### config.mk
export PLATFORM = sky130hd
export DESIGN_NAME = hsst_tx_framer
export DESIGN_NICKNAME = d
export VERILOG_FILES = /design/src/rtl/hsst_frame_pkg.sv /design/src/rtl/hsst_tx_framer.sv
export SDC_FILE = /design/constraint.sdc
export NUM_CORES = 1
export LEC_CHECK = 0
export BUFFER_PORTS_ARGS = -buffer_cell sky130_fd_sc_hd__buf_4
export CAP_MARGIN = 40
export CORE_ASPECT_RATIO = 0.5
export CORE_MARGIN = 1
export CORE_UTILIZATION = 58
export CTS_BUF_LIST = sky130_fd_sc_hd__clkbuf_2
export DETAILED_ROUTE_END_ITERATION = 8
export HOLD_SLACK_MARGIN = 0.1
export PLACE_DENSITY = 0.82
export SLEW_MARGIN = 25
export SYNTH_ARGS = -nofsm -noshare
export SYNTH_HDL_FRONTEND = slang
export SYNTH_SLANG_ARGS = --single-unit
### constraint.sdc
create_clock -name rd_clk -period 3.35 [get_ports rd_clk]
set_input_delay 0.335 -clock rd_clk [delete_from_list [all_inputs] [get_ports rd_clk]]
set_output_delay 0.335 -clock rd_clk [all_outputs]
set_load 0.005 [all_outputs]
### src/rtl/hsst_frame_pkg.sv
// hsst_frame_pkg: code words, K flags and framer states shared by the TX framer and RX deframer
package hsst_frame_pkg;
  localparam logic [15:0] IDLE_WORD = 16'h50BC;
  localparam logic [15:0] SOF_WORD  = 16'h00FB;
  localparam logic [15:0] EOF_WORD  = 16'h00FD;
  localparam logic [15:0] FILL_WORD = 16'h00F7;
  localparam logic [1:0]  K_CTRL    = 2'b01;
  localparam logic [1:0]  K_DATA    = 2'b00;
  typedef enum logic [2:0] {ST_IDLE, ST_SOF, ST_HDR, ST_PAYLOAD, ST_EOF, ST_IFG} state_t;
endpackage

### src/rtl/hsst_tx_framer.sv
// hsst_tx_framer: frames FIFO words into SOF/HDR/PAYLOAD/EOF packets with IFG spacing on an HSST TX lane
module hsst_tx_framer
  import hsst_frame_pkg::*;
#(
  parameter int DATA_WIDTH = 16,
  parameter int PKT_LEN    = 640,
  parameter int IFG_LEN    = 2
) (
  input  logic                  rd_clk,
  input  logic                  rd_rst,
  input  logic                  tx_en,
  output logic                  fifo_rd_en,
  input  logic                  fifo_rd_vld,
  input  logic [DATA_WIDTH-1:0] fifo_rd_data,
  output logic [DATA_WIDTH-1:0] tx_data,
  output logic [1:0]            tx_kchar,
  output logic                  busy,
  output logic [15:0]           pkt_cnt,
  output logic [15:0]           fill_cnt
);
  state_t                r_state, w_next;
  logic [15:0]           r_seq, r_word_cnt, r_fill_cnt, r_pkt_cnt;
  logic [3:0]            r_ifg_cnt;
  logic [DATA_WIDTH-1:0] w_data;
  logic [1:0]            w_k;
  logic                  w_start;
  assign w_start  = tx_en && fifo_rd_vld;
  assign pkt_cnt  = r_pkt_cnt;
  assign fill_cnt = r_fill_cnt;
  // state register; reset abandons any packet in flight
  always_ff @(posedge rd_clk or posedge rd_rst) begin
    if (rd_rst) r_state <= ST_IDLE;
    else        r_state <= w_next;
  end
  // next state; the last IFG cycle may launch SOF directly so the gap is exactly IFG_LEN words
  always_comb begin
    w_next = r_state;
    case (r_state)
      ST_IDLE:    w_next = w_start ? ST_SOF : ST_IDLE;
      ST_SOF:     w_next = ST_HDR;
      ST_HDR:     w_next = ST_PAYLOAD;
      ST_PAYLOAD: w_next = (fifo_rd_en && r_word_cnt == 16'(PKT_LEN - 1)) ? ST_EOF : ST_PAYLOAD;
      ST_EOF:     w_next = ST_IFG;
      ST_IFG:     w_next = (r_ifg_cnt == 4'(IFG_LEN - 1)) ? (w_start ? ST_SOF : ST_IDLE) : ST_IFG;
      default:    w_next = ST_IDLE;
    endcase
  end
  // outputs: pop request, busy flag and the word to register for the next cycle
  always_comb begin
    fifo_rd_en = (r_state == ST_PAYLOAD) && fifo_rd_vld && (r_word_cnt < 16'(PKT_LEN));
    busy       = (r_state == ST_SOF) || (r_state == ST_HDR) || (r_state == ST_PAYLOAD) || (r_state == ST_EOF);
    w_data     = IDLE_WORD;
    w_k        = K_CTRL;
    case (r_state)
      ST_SOF:     w_data = SOF_WORD;
      ST_HDR:     begin w_data = r_seq; w_k = K_DATA; end
      ST_PAYLOAD: begin w_data = fifo_rd_en ? fifo_rd_data : FILL_WORD; w_k = fifo_rd_en ? K_DATA : K_CTRL; end
      ST_EOF:     w_data = EOF_WORD;
      default:    w_data = IDLE_WORD;
    endcase
  end
  // datapath: registered TX word, sequence number, pop/IFG counters and statistics
  always_ff @(posedge rd_clk or posedge rd_rst) begin
    if (rd_rst) begin
      tx_data    <= IDLE_WORD;
      tx_kchar   <= K_CTRL;
      r_seq      <= '0;
      r_word_cnt <= '0;
      r_ifg_cnt  <= '0;
      r_pkt_cnt  <= '0;
      r_fill_cnt <= '0;
    end else begin
      tx_data    <= w_data;
      tx_kchar   <= w_k;
      r_seq      <= (r_state == ST_HDR) ? r_seq + 16'd1 : r_seq;
      r_word_cnt <= (r_state == ST_SOF) ? 16'd0 : r_word_cnt + 16'(fifo_rd_en);
      r_ifg_cnt  <= (r_state == ST_IFG) ? r_ifg_cnt + 4'd1 : 4'd0;
      r_pkt_cnt  <= (r_state == ST_EOF) ? r_pkt_cnt + 16'd1 : r_pkt_cnt;
      r_fill_cnt <= (r_state == ST_PAYLOAD && !fifo_rd_en && r_fill_cnt != 16'hFFFF) ? r_fill_cnt + 16'd1 : r_fill_cnt;
    end
  end
endmodule

; Word level (Yosys, flattened, before mapping)
; Index checks and enable logic that the tools add are counted.
[totals]
ff_bits = 89
out_inout_bits = 52
inputBits = 20
word_cells = 43
[op_classes]
n_addsub = 5
reduce_logical = 11
magnitude_cmp = 1
eq_ne = 8
muxes = 10
[ops]
columns = operator, count
row1 = $pmux 16 s4, 1
row2 = $add 16x1->16 const B, 3
row3 = $mux 16, 2
row4 = $pmux 3 s6, 1
row5 = $add 16x1->16, 1
row6 = $eq 16x10->1 const B, 1
row7 = $lt 16x10->1 const B, 1
row8 = $ne 16x16->1 const B, 1
row9 = $eq 3x2->1 const B, 2
row10 = $eq 3x3->1 const B, 2
row11 = $logic_and 1x1->1, 6
row12 = $mux 3, 2
row13 = $add 4x1->4 const B, 1
row14 = $eq 4x1->1 const B, 1
row15 = $mux 4, 1
row16 = $eq 3x1->1 const B, 1
row17 = $logic_not 3->1, 1
row18 = $logic_or 1x1->1, 3
row19 = $mux 1, 2
row20 = $pmux 1 s2, 1
row21 = $logic_not 1->1, 1

; Longest topological paths before layout
; Gate-level depths: netlist (run 1).
[depth]
ltp_word = 6
ltp_mapped = 10
ltp_nobuf = 8

; Worst setup path before layout (run 1)
; OpenSTA, ideal clock, no wires.
[synth_path]
path_kind = register to register
start = register r_word_cnt[14]
end = register r_word_cnt[12]
setup_slack_ps = 793
setup_ps = 66
n_path_buf = 1
path_stages_with_launch = 10
t_arrival_ps = 2491
period_less_slack_ps = 2557
cell_sequence = dfrtp_1 > nor4_1 > nand4_1 > inv_2 > ha_1 > and4_1 > buf_2 > nand3_1 > or4_1 > nand2_1
[synth_via]
elab_chain_cells = 4
[synth_lines]
columns = element, line
row1 = from (decl), hsst_tx_framer.sv:22  ; logic [15:0] r_seq, r_word_cnt, r_fill_cnt, r_pkt_cnt;
row2 = from (signal assigned), hsst_tx_framer.sv:76  ; r_word_cnt <= (r_state == ST_SOF) ? 16'd0 : r_word_cnt + 16'(fifo_rd_en);
row3 = $lt 16x10->1, hsst_tx_framer.sv:50  ; fifo_rd_en = (r_state == ST_PAYLOAD) && fifo_rd_vld && (r_word_cnt < 16'(PKT_LEN));
row4 = $logic_and 1x1->1, hsst_tx_framer.sv:50
row5 = net fifo_rd_en, hsst_tx_framer.sv:12  ; output logic fifo_rd_en,
row6 = $add 16x1->16, hsst_tx_framer.sv:76
row7 = $mux 16, hsst_tx_framer.sv:76
; The timed path passes the listed nets, and every way through them passes these cells.
; A chain may end at the register's enable or synchronous reset.

; Worst setup path in the final report (run 1)
[layout_path]
start = register r_word_cnt[14]
end = register r_word_cnt[15]
[layout_via]
elab_chain_cells = 4
[layout_lines]
columns = element, line
row1 = $lt 16x10->1, hsst_tx_framer.sv:50
row2 = $logic_and 1x1->1, hsst_tx_framer.sv:50
row3 = $add 16x1->16 (*), hsst_tx_framer.sv:76
row4 = $mux 16 (*), hsst_tx_framer.sv:76
; Every way passes the cells marked *; elsewhere a longest branch is shown, timed or not.

==> flow_metrics.tcl, run 1 <==
set metrics [dict create \
    path_max_fanout 12 \
    drive_gt1_share_pct 25.49 \
    antenna_found_initial 0 \
    path_buf_inv 1 \
    status "finished clean" \
    cts_buffer_depth 2 \
    cts_tree "done" \
    ant_nets 0 \
    rrSetupSlack_ps 240 \
    synth_area_leaders "dfrtp_1 49%, xnor2_1 7.7%, dfstp_2 5.1%, xor2_1 4.9%, nand4_1 3.2%" \
    crit_path_cell_trace "nor4_1 -> nand4_1 -> inv_2 -> ha_1 -> nand4_1 -> nor2_1 -> or4b_1 -> a21oi_1" \
    syn-cell-area_sq_mm 0.004091 \
    synth_fp_nets 395 \
    setup_viol 0 \
    comb_power_share_pct 19.4 \
    synth_top_family_by_area "simple AND/OR/NAND/NOR gates" \
    wirelength_um 8381 \
    yosysSeqAreaShare_pct 54.07 \
    worstPathRequired_ps 3880 \
    synthArstFlopShare_pct 100.0 \
    ys_warn_count 0 \
    place.gp.congestion 0.8980 \
    netSwitchingFraction_pct 32.25 \
    ys_ff_latch 88 \
    cts_setup_buffers 0 \
    power_switching_w 0.0007246 \
    synth-xor-area-share_pct 12.63 \
    synth_flop_cell "dfrtp_1" \
    die_h_um 61.39 \
    grt_pass1_vias 2805 \
    numCtsBuffers 9 \
    synth_fa_ha_area_share_pct 2.141 \
    synth.avg_cell_area_sq_um 11.12 \
    leakagePower_nw 2.303 \
    syn_inst 368 \
    crit_top_cell "nand4_1" \
    dr.pass1.iters 4 \
    vias 3158 \
    final_nets 485 \
    core-area_sq_mm 0.006753 \
    synth.distinct_cells 57 \
    wl_per_cell_um 15.10 \
    min_path_type "input pin to flop" \
    whs_path_depth 3 \
    cpLargestDelayFamily "simple AND/OR/NAND/NOR gates" \
    clk_pin_slew_ps 250 \
    rsz0062_at_grt "no" \
    start_util_pct 60.59 \
    dpl.hpwl_um 6047 \
    via_per_inst 5.690 \
    cp-start-kind "flop" \
    arrival_ps 3640 \
    clock_skew_ps 26.38 \
    crit_slowest_cell "nor4_1" \
    io_buffer_count 70 \
    hold_viol 0 \
    internal_power_w 0.001522 \
    slowest_delay_ps 560 \
    seqPwrFrac_pct 59.6 \
    synth_edf_count 0 \
    clock-root-buffer "clkbuf_2" \
    worstMarginPinSlew_ps 579.2 \
    yosys-mux-area-fraction_pct 0.8257 \
    final_cells 555 \
    diodes 0 \
    htree_levels 3 \
    clk_latency_ps 570 \
    grt_usage_pct 24.40 \
    synth-compound-area-share_pct 6.453 \
    final_core_utilization_pct 73.67 \
    grt_pass1_wl_um 13460 \
    post_cts_resized 0 \
    hold_start "fifo_rd_vld" \
    max_slew_margin_pct 61.03 \
    grt_max_degree 35 \
    period_minus_slack_ps 3112 \
    grt.overflow.total 0 \
    syn_to_final_growth_pct 21.59 \
    clock_sinks 88 \
    dieArea_sq_mm 0.007415 \
    drtIter0Drc 218 \
    post-route-period-util_pct 92.90 \
    peakVddDrop_mv 0.2851 \
    slew_viol_final 0 \
    synth.top_cell.area_share_pct 48.93 \
    path_class "flop to flop" \
    drcViolationCount 0 \
    setup_tns_ps 0 \
    holdWs_ps 152.2 \
    std_cell_rows 21 \
    pwr-share-clk_pct 21.0 \
    synth-simple-area-share_pct 20.98 \
    cap_violations 0 \
    reg2reg_from "r_word_cnt[14]" \
    placed_cells 524 \
    fillers 450 \
    die_w_um 120.8 \
    powerDensity_mw_per_mm2 451.6 \
    r2r-end "r_word_cnt[15]" \
    ioPinCount 72 \
    hold_path_end "r_state[0]" \
    clock.fmax_mhz 321.3 \
    yosysTopAreaCell "dfrtp_1" \
    worstRegToRegCells 8 \
    critPathCaptureType "flop" \
]
==> cell families after synthesis <==
kind of cell / after synthesis
AOI/OAI and AO/OA: 34
xor gates and xnor gates: 59
adders and majority gates: 7
buffers and inverters: 25
DFF: 88
muxes: 3
other: 1
and+or+nand+nor: 151
==> registers in the layout, summed over array words and instances, names as in the netlist <==
| name | flops |
|---|---|
| r_word_cnt | 16 |
| tx_data | 16 |
| r_seq | 16 |
| pkt_cnt | 16 |
| r_state | 3 |
| fill_cnt | 16 |
| r_ifg_cnt | 4 |
| tx_kchar | 1 |
==> metrics by stage <==
stage	area [sq um]	setup WS, ps	power [W]
2_1_floorplan	4091	749.7	0.001562
3_3_place_gp	4697	514.1	0.001760
3_5_place_dp	4735	366.9	0.001782
4_1_cts	4967	298.9	0.002259
5_1_grt	4975	8.193	0.002387
6_report	4975	237.8	0.002247
==> repair_timing <==
action,4_1_cts,5_1_grt
endpoints found under the hold margin,67,0
hold buffers,14,0
setup endpoints to repair,0,0
==> cell usage after synthesis (3+ instances only) <==
| master | number |
|---|---|
| a22o_1 | 6 |
| xnor2_1 | 36 |
| dfstp_2 | 8 |
| nand3_1 | 22 |
| and3_1 | 10 |
| o21ai_0 | 4 |
| clkbuf_1 | 4 |
| nor2_1 | 28 |
| nand2_1 | 28 |
| mux2_2 | 3 |
| nand4_1 | 21 |
| nor4_1 | 6 |
| nor3_1 | 5 |
| and4_1 | 4 |
| ha_1 | 7 |
| nor4_2 | 3 |
| dfrtp_1 | 80 |
| xor2_1 | 23 |
| buf_2 | 6 |
| a221o_1 | 3 |
| nor2b_1 | 4 |
| inv_1 | 10 |
| o22ai_1 | 3 |
==> area by class of cell <==
cell class	count	area, sq um	area share, %
clock buffer	9	45.04	0.9054
inverter	11	42.54	0.8551
tap	92	115.1	2.314
clock inverter	7	47.55	0.9557
timing repair buffer	93	748.2	15.04
sequential	88	2212	44.47
multi-input combinational	255	1764	35.46
==> power groups by stage <==
| stage | registers [W] | clock network, W | logic, W |
|---|---|---|---|
| after floorplan | 0.00133 | 0 | 0.000228 |
| after global placement | 0.00135 | 0 | 0.000412 |
| after detailed placement | 0.00136 | 0 | 0.000425 |
| after CTS | 0.00134 | 0.000480 | 0.000442 |
| after global routing | 0.00136 | 0.000535 | 0.000490 |
| final | 0.00134 | 0.000472 | 0.000437 |
==> worst reg2reg max path, cell delays in order (launching register included) <==
cell	delay, ps
dfrtp_1	470
nor4_1	560
nand4_1	370
inv_2	330
ha_1	280
nand4_1	230
nor2_1	220
or4b_1	450
a21oi_1	150
==> per-layer routing <==
metal / wire (um) / vias to the layer above / track usage, %
li1: - / 1493 / -
met1: 3878 / 1569 / 32.16
met2: 3920 / 88 / 39.24
met3: 512 / 8 / 8.796
met4: 70 / 0 / 6.526
met5: 0 / - / 0
==> placed cells by master (no fill, tap or decap), types with 8 or more instances in the layout <==
cell,count
buf_4,77
inv_1,9
dfstp_2,8
xor2_1,23
nand4_1,21
clkbuf_2,9
nand3_1,22
xnor2_1,36
nor2_1,28
and3_1,10
nand2_1,28
dfrtp_1,80
dlygate4sd3_1,14
==> worst max-delay path by stage <==
stage               depth (start not counted)      startpoint        endpoint
global placement                            8  r_word_cnt[14]  r_word_cnt[12]
global route                                8  r_word_cnt[14]  r_word_cnt[15]
CTS                                         8  r_word_cnt[14]  r_word_cnt[15]
finish                                      8  r_word_cnt[14]  r_word_cnt[15]
detailed placement                          8  r_word_cnt[14]  r_word_cnt[15]
floorplan                                   1          rd_rst     fill_cnt[0]
No activity file was read; power rests on OpenSTA's default activity.
==> run 2: changes to the inputs <==
--- a/config.mk
+++ b/config.mk
@@ -5,15 +5,15 @@
 export SDC_FILE = /design/constraint.sdc
 export NUM_CORES = 1
 export LEC_CHECK = 0
-export BUFFER_PORTS_ARGS = -buffer_cell sky130_fd_sc_hd__buf_4
 export CAP_MARGIN = 40
 export CORE_ASPECT_RATIO = 0.5
 export CORE_MARGIN = 1
-export CORE_UTILIZATION = 58
+export CORE_UTILIZATION = 66
 export CTS_BUF_LIST = sky130_fd_sc_hd__clkbuf_2
 export DETAILED_ROUTE_END_ITERATION = 8
-export HOLD_SLACK_MARGIN = 0.1
+export DONT_BUFFER_PORTS = 1
 export PLACE_DENSITY = 0.82
+export SETUP_SLACK_MARGIN = 0.02
 export SLEW_MARGIN = 25
 export SYNTH_ARGS = -nofsm -noshare
 export SYNTH_HDL_FRONTEND = slang
==> run 2 against run 1 <==
Sequential share of layout area is 5.2 points higher; sequential power barely moved; routed wire length grew 0.41%; global-route usage up 3.3 points; non-clock buffer count down 71; via count fell by 7.4%; cell area fell by 11%; worst hold slack got worse by 85 ps; cell count is 14% lower; flip-flop and latch count unchanged; utilization rose by 4.0 points; clock power rose by 6.6%; critical endpoint is now r_word_cnt[12].
==> flow_metrics.tcl, run 2 (same netlist as run 1, synthesis figures left out) <==
set metrics [dict create \
    status "finished clean" \
    crit_slowest_cell "dfrtp_1" \
    placed_cells 445 \
    period_minus_slack_ps 3016 \
    drcViolationCount 0 \
    rsz0062_at_grt "no" \
    ioPinCount 72 \
    post-route-period-util_pct 90.02 \
    clock_sinks 88 \
    cp-start-kind "flop" \
    grt.overflow.total 0 \
    wirelength_um 8415 \
    clk_pin_slew_ps 250 \
    ant_nets 0 \
    setup_viol 0 \
    worstPathRequired_ps 3890 \
    final_nets 414 \
    setup_tns_ps 0 \
    diodes 0 \
    place.gp.congestion 0.8352 \
    arrival_ps 3550 \
    clock.fmax_mhz 331.6 \
    die_h_um 57.68 \
    drive_gt1_share_pct 12.24 \
    leakagePower_nw 1.959 \
    max_slew_margin_pct 48.65 \
    path_max_fanout 15 \
    syn_to_final_growth_pct 8.807 \
    cts_buffer_depth 2 \
    via_per_inst 6.145 \
    dpl.hpwl_um 6077 \
    peakVddDrop_mv 0.4551 \
    grt_usage_pct 27.75 \
    clock_skew_ps 29.77 \
    rrSetupSlack_ps 330 \
    path_buf_inv 1 \
    cpLargestDelayFamily "simple AND/OR/NAND/NOR gates" \
    cap_violations 0 \
    r2r-end "r_word_cnt[12]" \
    layout_commonest_cell "dfrtp_1" \
    grt_max_degree 49 \
    startpoint "r_state[0]" \
    final_cells 476 \
    min_path_type "input pin to async pin" \
    worstMarginPinSlew_ps 767.4 \
    core-area_sq_mm 0.005729 \
    vias 2925 \
    grt_pass1_vias 2840 \
    mostFrequentLayoutCells "80 x dfrtp_1, 36 x xnor2_1, 28 x nor2_1, 28 x nand2_1, 23 x xor2_1" \
    p_total_w 0.002168 \
    clock-root-buffer "clkbuf_2" \
    io_buffer_count 0 \
    wl_per_cell_um 17.68 \
    hold_viol 0 \
    start_util_pct 71.41 \
    path_class "flop to flop" \
    std_cell_rows 19 \
    worstRegToRegCells 8 \
    crit_path_cell_trace "nor2b_1 -> nand4_1 -> inv_2 -> ha_1 -> and4_1 -> nand3_1 -> or4_1 -> nand2_1" \
    grt_pass1_wl_um 13710 \
    powerDensity_mw_per_mm2 487.1 \
    die_w_um 113.3 \
    reg2reg_from "r_state[0]" \
    slew_viol_final 0 \
    dr.pass1.iters 5 \
    antenna_found_initial 1 \
    slowest_delay_ps 700 \
    critPathCaptureType "flop" \
    drtIter0Drc 190 \
    clk_latency_ps 590 \
    cts_tree "done" \
    numCtsBuffers 9 \
    htree_levels 3 \
    dieArea_sq_mm 0.006537 \
]
run 2: per-layer routing:
| metal | GRT usage [%] | up-vias | wire length [um] |
|---|---|---|---|
| met1 | 34.82 | 1467 | 3631 |
| met3 | 10.56 | 14 | 574 |
| met2 | 46.71 | 96 | 4107 |
| met5 | 0 | - | 0 |
| li1 | - | 1348 | - |
| met4 | 6.203 | 0 | 102 |
run 2: how the worst max path moves through the flow:
stage	end	slack, ps	depth (start not counted)
after floorplan	fill_cnt[0]	750	1
after global placement	r_word_cnt[12]	480	8
after detailed placement	r_word_cnt[12]	340	8
after CTS	r_word_cnt[12]	290	8
after global routing	r_word_cnt[15]	60	8
final	r_word_cnt[12]	330	8
run 2: area by class of cell:
cell class	instances	area, sq um
sequential	88	2212
inverter	11	42.54
timing repair buffer	22	215.2
multi-input combinational	255	1770
tap	84	105.1
fill	370	1277
clock inverter	7	61.31
clock buffer	9	45.04
run 2: worst register-to-register path: stages (launching register included):
cell and delay (ps):
dfrtp_1 700, nor2b_1 320, nand4_1 300, inv_2 330, ha_1 220, and4_1 290, nand3_1 200, or4_1 510
nand2_1 90
run 2: per-stage QoR:
stage	hold WS [ps]	worst slack (ps)	area, sq um	utilization [%]
after floorplan	445.9	749.7	4091	-
after global placement	381.2	482.5	4161	72.64
after detailed placement	391.6	337.1	4179	72.94
after CTS	62.43	286.8	4425	77.24
after global routing	2.097	62.81	4452	77.70
final	66.76	334.2	4452	77.70
run 2: power breakdown:
part	leakage, nW	switching (W)	internal (W)
clock network	0.0671	0.000388	0.000115
logic	0.764	0.000168	0.000137
registers	1.13	0.000175	0.00119
total	1.96	0.000731	0.00144
run 2: repair_timing:
item	4_1_cts	5_1_grt
hold buffers	14	0
endpoints found under the setup margin	0	1
buffers inserted	0	0
endpoints found under the hold margin	57	0
resized for setup	0	1
==> run 3: changes to the inputs <==
--- a/config.mk
+++ b/config.mk
@@ -5,6 +5,7 @@
 export SDC_FILE = /design/constraint.sdc
 export NUM_CORES = 1
 export LEC_CHECK = 0
+export ABC_AREA = 1
 export CAP_MARGIN = 40
 export CORE_ASPECT_RATIO = 0.5
 export CORE_MARGIN = 1
==> run 3 against run 2 <==
Flip-flop and latch count stayed put; sequential share of layout area decreased by 4.8 points; count of clock-buffer cells in the layout increased by 3; register-to-register slack gained 320 ps; cell count rose by 41%; clock power down 8.9%; fmax rose by 12%; largest power group unchanged; highest routed layer unchanged; combinational power is 76% higher; synthesized cell count up 50%; worst hold slack got worse by 21 ps; via count grew 23%; critical path depth rose by 6.
==> flow_metrics.tcl, run 3 <==
set metrics [dict create \
    yosysSeqAreaShare_pct 48.12 \
    crit_path_cell_trace "nand2_2 -> nor2_4 -> nand2_1 -> nor2_2 -> nand2_2 -> inv_2 -> ha_1 -> nand3_1 -> nor3_1 -> inv_1 -> nor2_1 -> nand2_1 -> nand2_1 -> nor2_1" \
    period_minus_slack_ps 2698 \
    drcViolationCount 0 \
    grt_usage_pct 26.73 \
    worstMarginPinSlew_ps 570.8 \
    place.gp.congestion 0.8482 \
    dpl.hpwl_um 6753 \
    crit_top_cell "nand2_1" \
    grt_pass1_vias 3307 \
    grt.overflow.total 0 \
    worstPathRequired_ps 3790 \
    synth.top_cell.area_share_pct 43.55 \
    status "finished clean" \
    htree_levels 3 \
    ys_warn_count 0 \
    synth_commonest_cells "141 x nand2_1, 80 x dfrtp_1, 68 x inv_1" \
    path_buf_inv 2 \
    die_w_um 120.0 \
    placed_cells 639 \
    synth_area_leaders "dfrtp_1 44%, nand2_1 12%, inv_1 5.6%, xor2_1 5.0%, dfstp_2 4.6%" \
    min_path_type "input pin to flop" \
    start_util_pct 68.61 \
    syn-cell-area_sq_mm 0.004597 \
    syn_to_final_growth_pct 7.267 \
    post-route-period-util_pct 80.53 \
    vias 3592 \
    drtIter0Drc 225 \
    synth.most_common_cell "nand2_1" \
    cts_tree "done" \
    ant_nets 0 \
    io_buffer_count 0 \
    synth_edf_count 0 \
    syn_inst 553 \
    hold_viol 0 \
    final_nets 602 \
    layout_commonest_cell "nand2_1" \
    critPathCaptureType "flop" \
    ioPinCount 72 \
    cp-start-kind "flop" \
    crit_slowest_cell "dfrtp_1" \
    dr.pass1.iters 5 \
    setup_viol 0 \
    yosysTopAreaCell "dfrtp_1" \
    fillers 521 \
    die_h_um 61.02 \
    peakVddDrop_mv 0.3148 \
    diodes 0 \
    slew_viol_final 0 \
    std_cell_rows 21 \
    cap_violations 0 \
    path_class "flop to flop" \
    clk_pin_slew_ps 220 \
    synth_fp_nets 580 \
    clk_latency_ps 560 \
    wl_met3_um 676 \
    core-area_sq_mm 0.006700 \
    drive_gt1_share_pct 12.41 \
    mostFrequentLayoutCells "141 x nand2_1, 80 x dfrtp_1, 67 x inv_1" \
    antenna_found_initial 0 \
    setup_tns_ps 0 \
    grt_pass1_wl_um 14820 \
    post_cts_resized 0 \
    cts_buffer_depth 2 \
    max_slew_margin_pct 61.91 \
    leakagePower_nw 2.303 \
    powerDensity_mw_per_mm2 480.2 \
    cpLargestDelayFamily "simple AND/OR/NAND/NOR gates" \
    wl_per_cell_um 13.99 \
    maxUsedRoutingLayer "met4" \
    ys_ff_latch 88 \
    final_cells 672 \
    cts_setup_buffers 0 \
    dieArea_sq_mm 0.007323 \
    numCtsBuffers 9 \
    clock.fmax_mhz 370.7 \
    p_total_w 0.002368 \
    synth.avg_cell_area_sq_um 8.313 \
    clock_sinks 88 \
    clock-root-buffer "clkbuf_2" \
    synth.distinct_cells 34 \
    wirelength_um 9401 \
    path_max_fanout 13 \
    synth_flop_cell "dfrtp_1" \
    slowest_delay_ps 560 \
    met1_length_um 4282 \
    grt_max_degree 31 \
    clock_skew_ps 24.87 \
    via_per_inst 5.345 \
    rsz0062_at_grt "no" \
    synthArstFlopShare_pct 100.0 \
    dr_wl_met2_um 4303 \
    arrival_ps 3140 \
]
## run 3: repair_timing
action / CTS / global route
hold buffers: 17 / 0
hold endpoints to repair: 62 / 0
endpoints found under the setup margin: 0 / 0
## run 3: cells by family (layout without fill, tap and decap cells)
family / Yosys count / after routing / synth area share, %
other: 1 / 1 / 0.08158
muxes: 1 / 1 / 0.2449
AOI/OAI and AO/OA: 51 / 51 / 7.050
and+or+nand+nor: 289 / 289 / 28.20
DFF: 88 / 88 / 48.12
buffers and inverters: 78 / 105 / 7.158
adders and majority gates: 7 / 7 / 1.905
xor gates and xnor gates: 38 / 38 / 7.240
## run 3: area by class of cell
| type | instances | area [sq um] | share of cell area (%) |
|---|---|---|---|
| sequential | 88 | 2212 | 44.86 |
| multi-input combinational | 387 | 2056 | 41.69 |
| inverter | 69 | 260.3 | 5.278 |
| timing repair buffer | 20 | 205.2 | 4.161 |
| tap | 92 | 115.1 | 2.334 |
| clock buffer | 12 | 60.06 | 1.218 |
| clock inverter | 4 | 22.52 | 0.4567 |
## run 3: worst reg2reg max path: stages, from the launching register on
cell	delay [ps]
dfrtp_1	560
nand2_2	110
nor2_4	270
nand2_1	110
nor2_2	120
nand2_2	120
inv_2	230
ha_1	230
nand3_1	140
nor3_1	310
inv_1	110
nor2_1	110
nand2_1	50
nand2_1	60
nor2_1	40
## run 3: power by group
group / internal, W / total [W] / leakage, nW / switching [W]
Sequential: 0.00122 / 0.00137 / 1.16 / 0.000150
Combinational: 0.000177 / 0.000536 / 1.08 / 0.000359
Clock: 0.000103 / 0.000458 / 0.0617 / 0.000355
## run 3: per-stage QoR
| stage | hold slack, ps | area, sq um | worst slack [ps] | utilization, % |
|---|---|---|---|---|
| floorplan | 455.1 | 4597 | 749.7 | - |
| global placement | 449.7 | 4658 | 836.3 | 69.52 |
| detailed placement | 246.2 | 4678 | 742.3 | 69.82 |
| CTS | 37.17 | 4931 | 696.9 | 73.59 |
| global route | 50.63 | 4931 | 385.9 | 73.59 |
| finish | 45.58 | 4931 | 652.1 | 73.59 |
## run 3: layer usage
metal,GRT usage (%),up-vias
li1,-,1799
met1,35.25,1659
met2,42.94,121
met3,8.519,13
met4,9.107,0
met5,0,-
## run 3: worst paths after layout
check / from / to / slack (ps) / cells past startpoint
min in group asynchronous: rd_rst / r_ifg_cnt[2] / 220 / 2
min reg2reg: pkt_cnt[15] / pkt_cnt[15] / 510 / 1
max: r_state[0] / r_word_cnt[15] / 650 / 14
max reg2reg: r_state[0] / r_word_cnt[15] / 650 / 14
max in group asynchronous: rd_rst / tx_data[3] / 2270 / 4
min: fifo_rd_vld / r_state[0] / 50 / 4
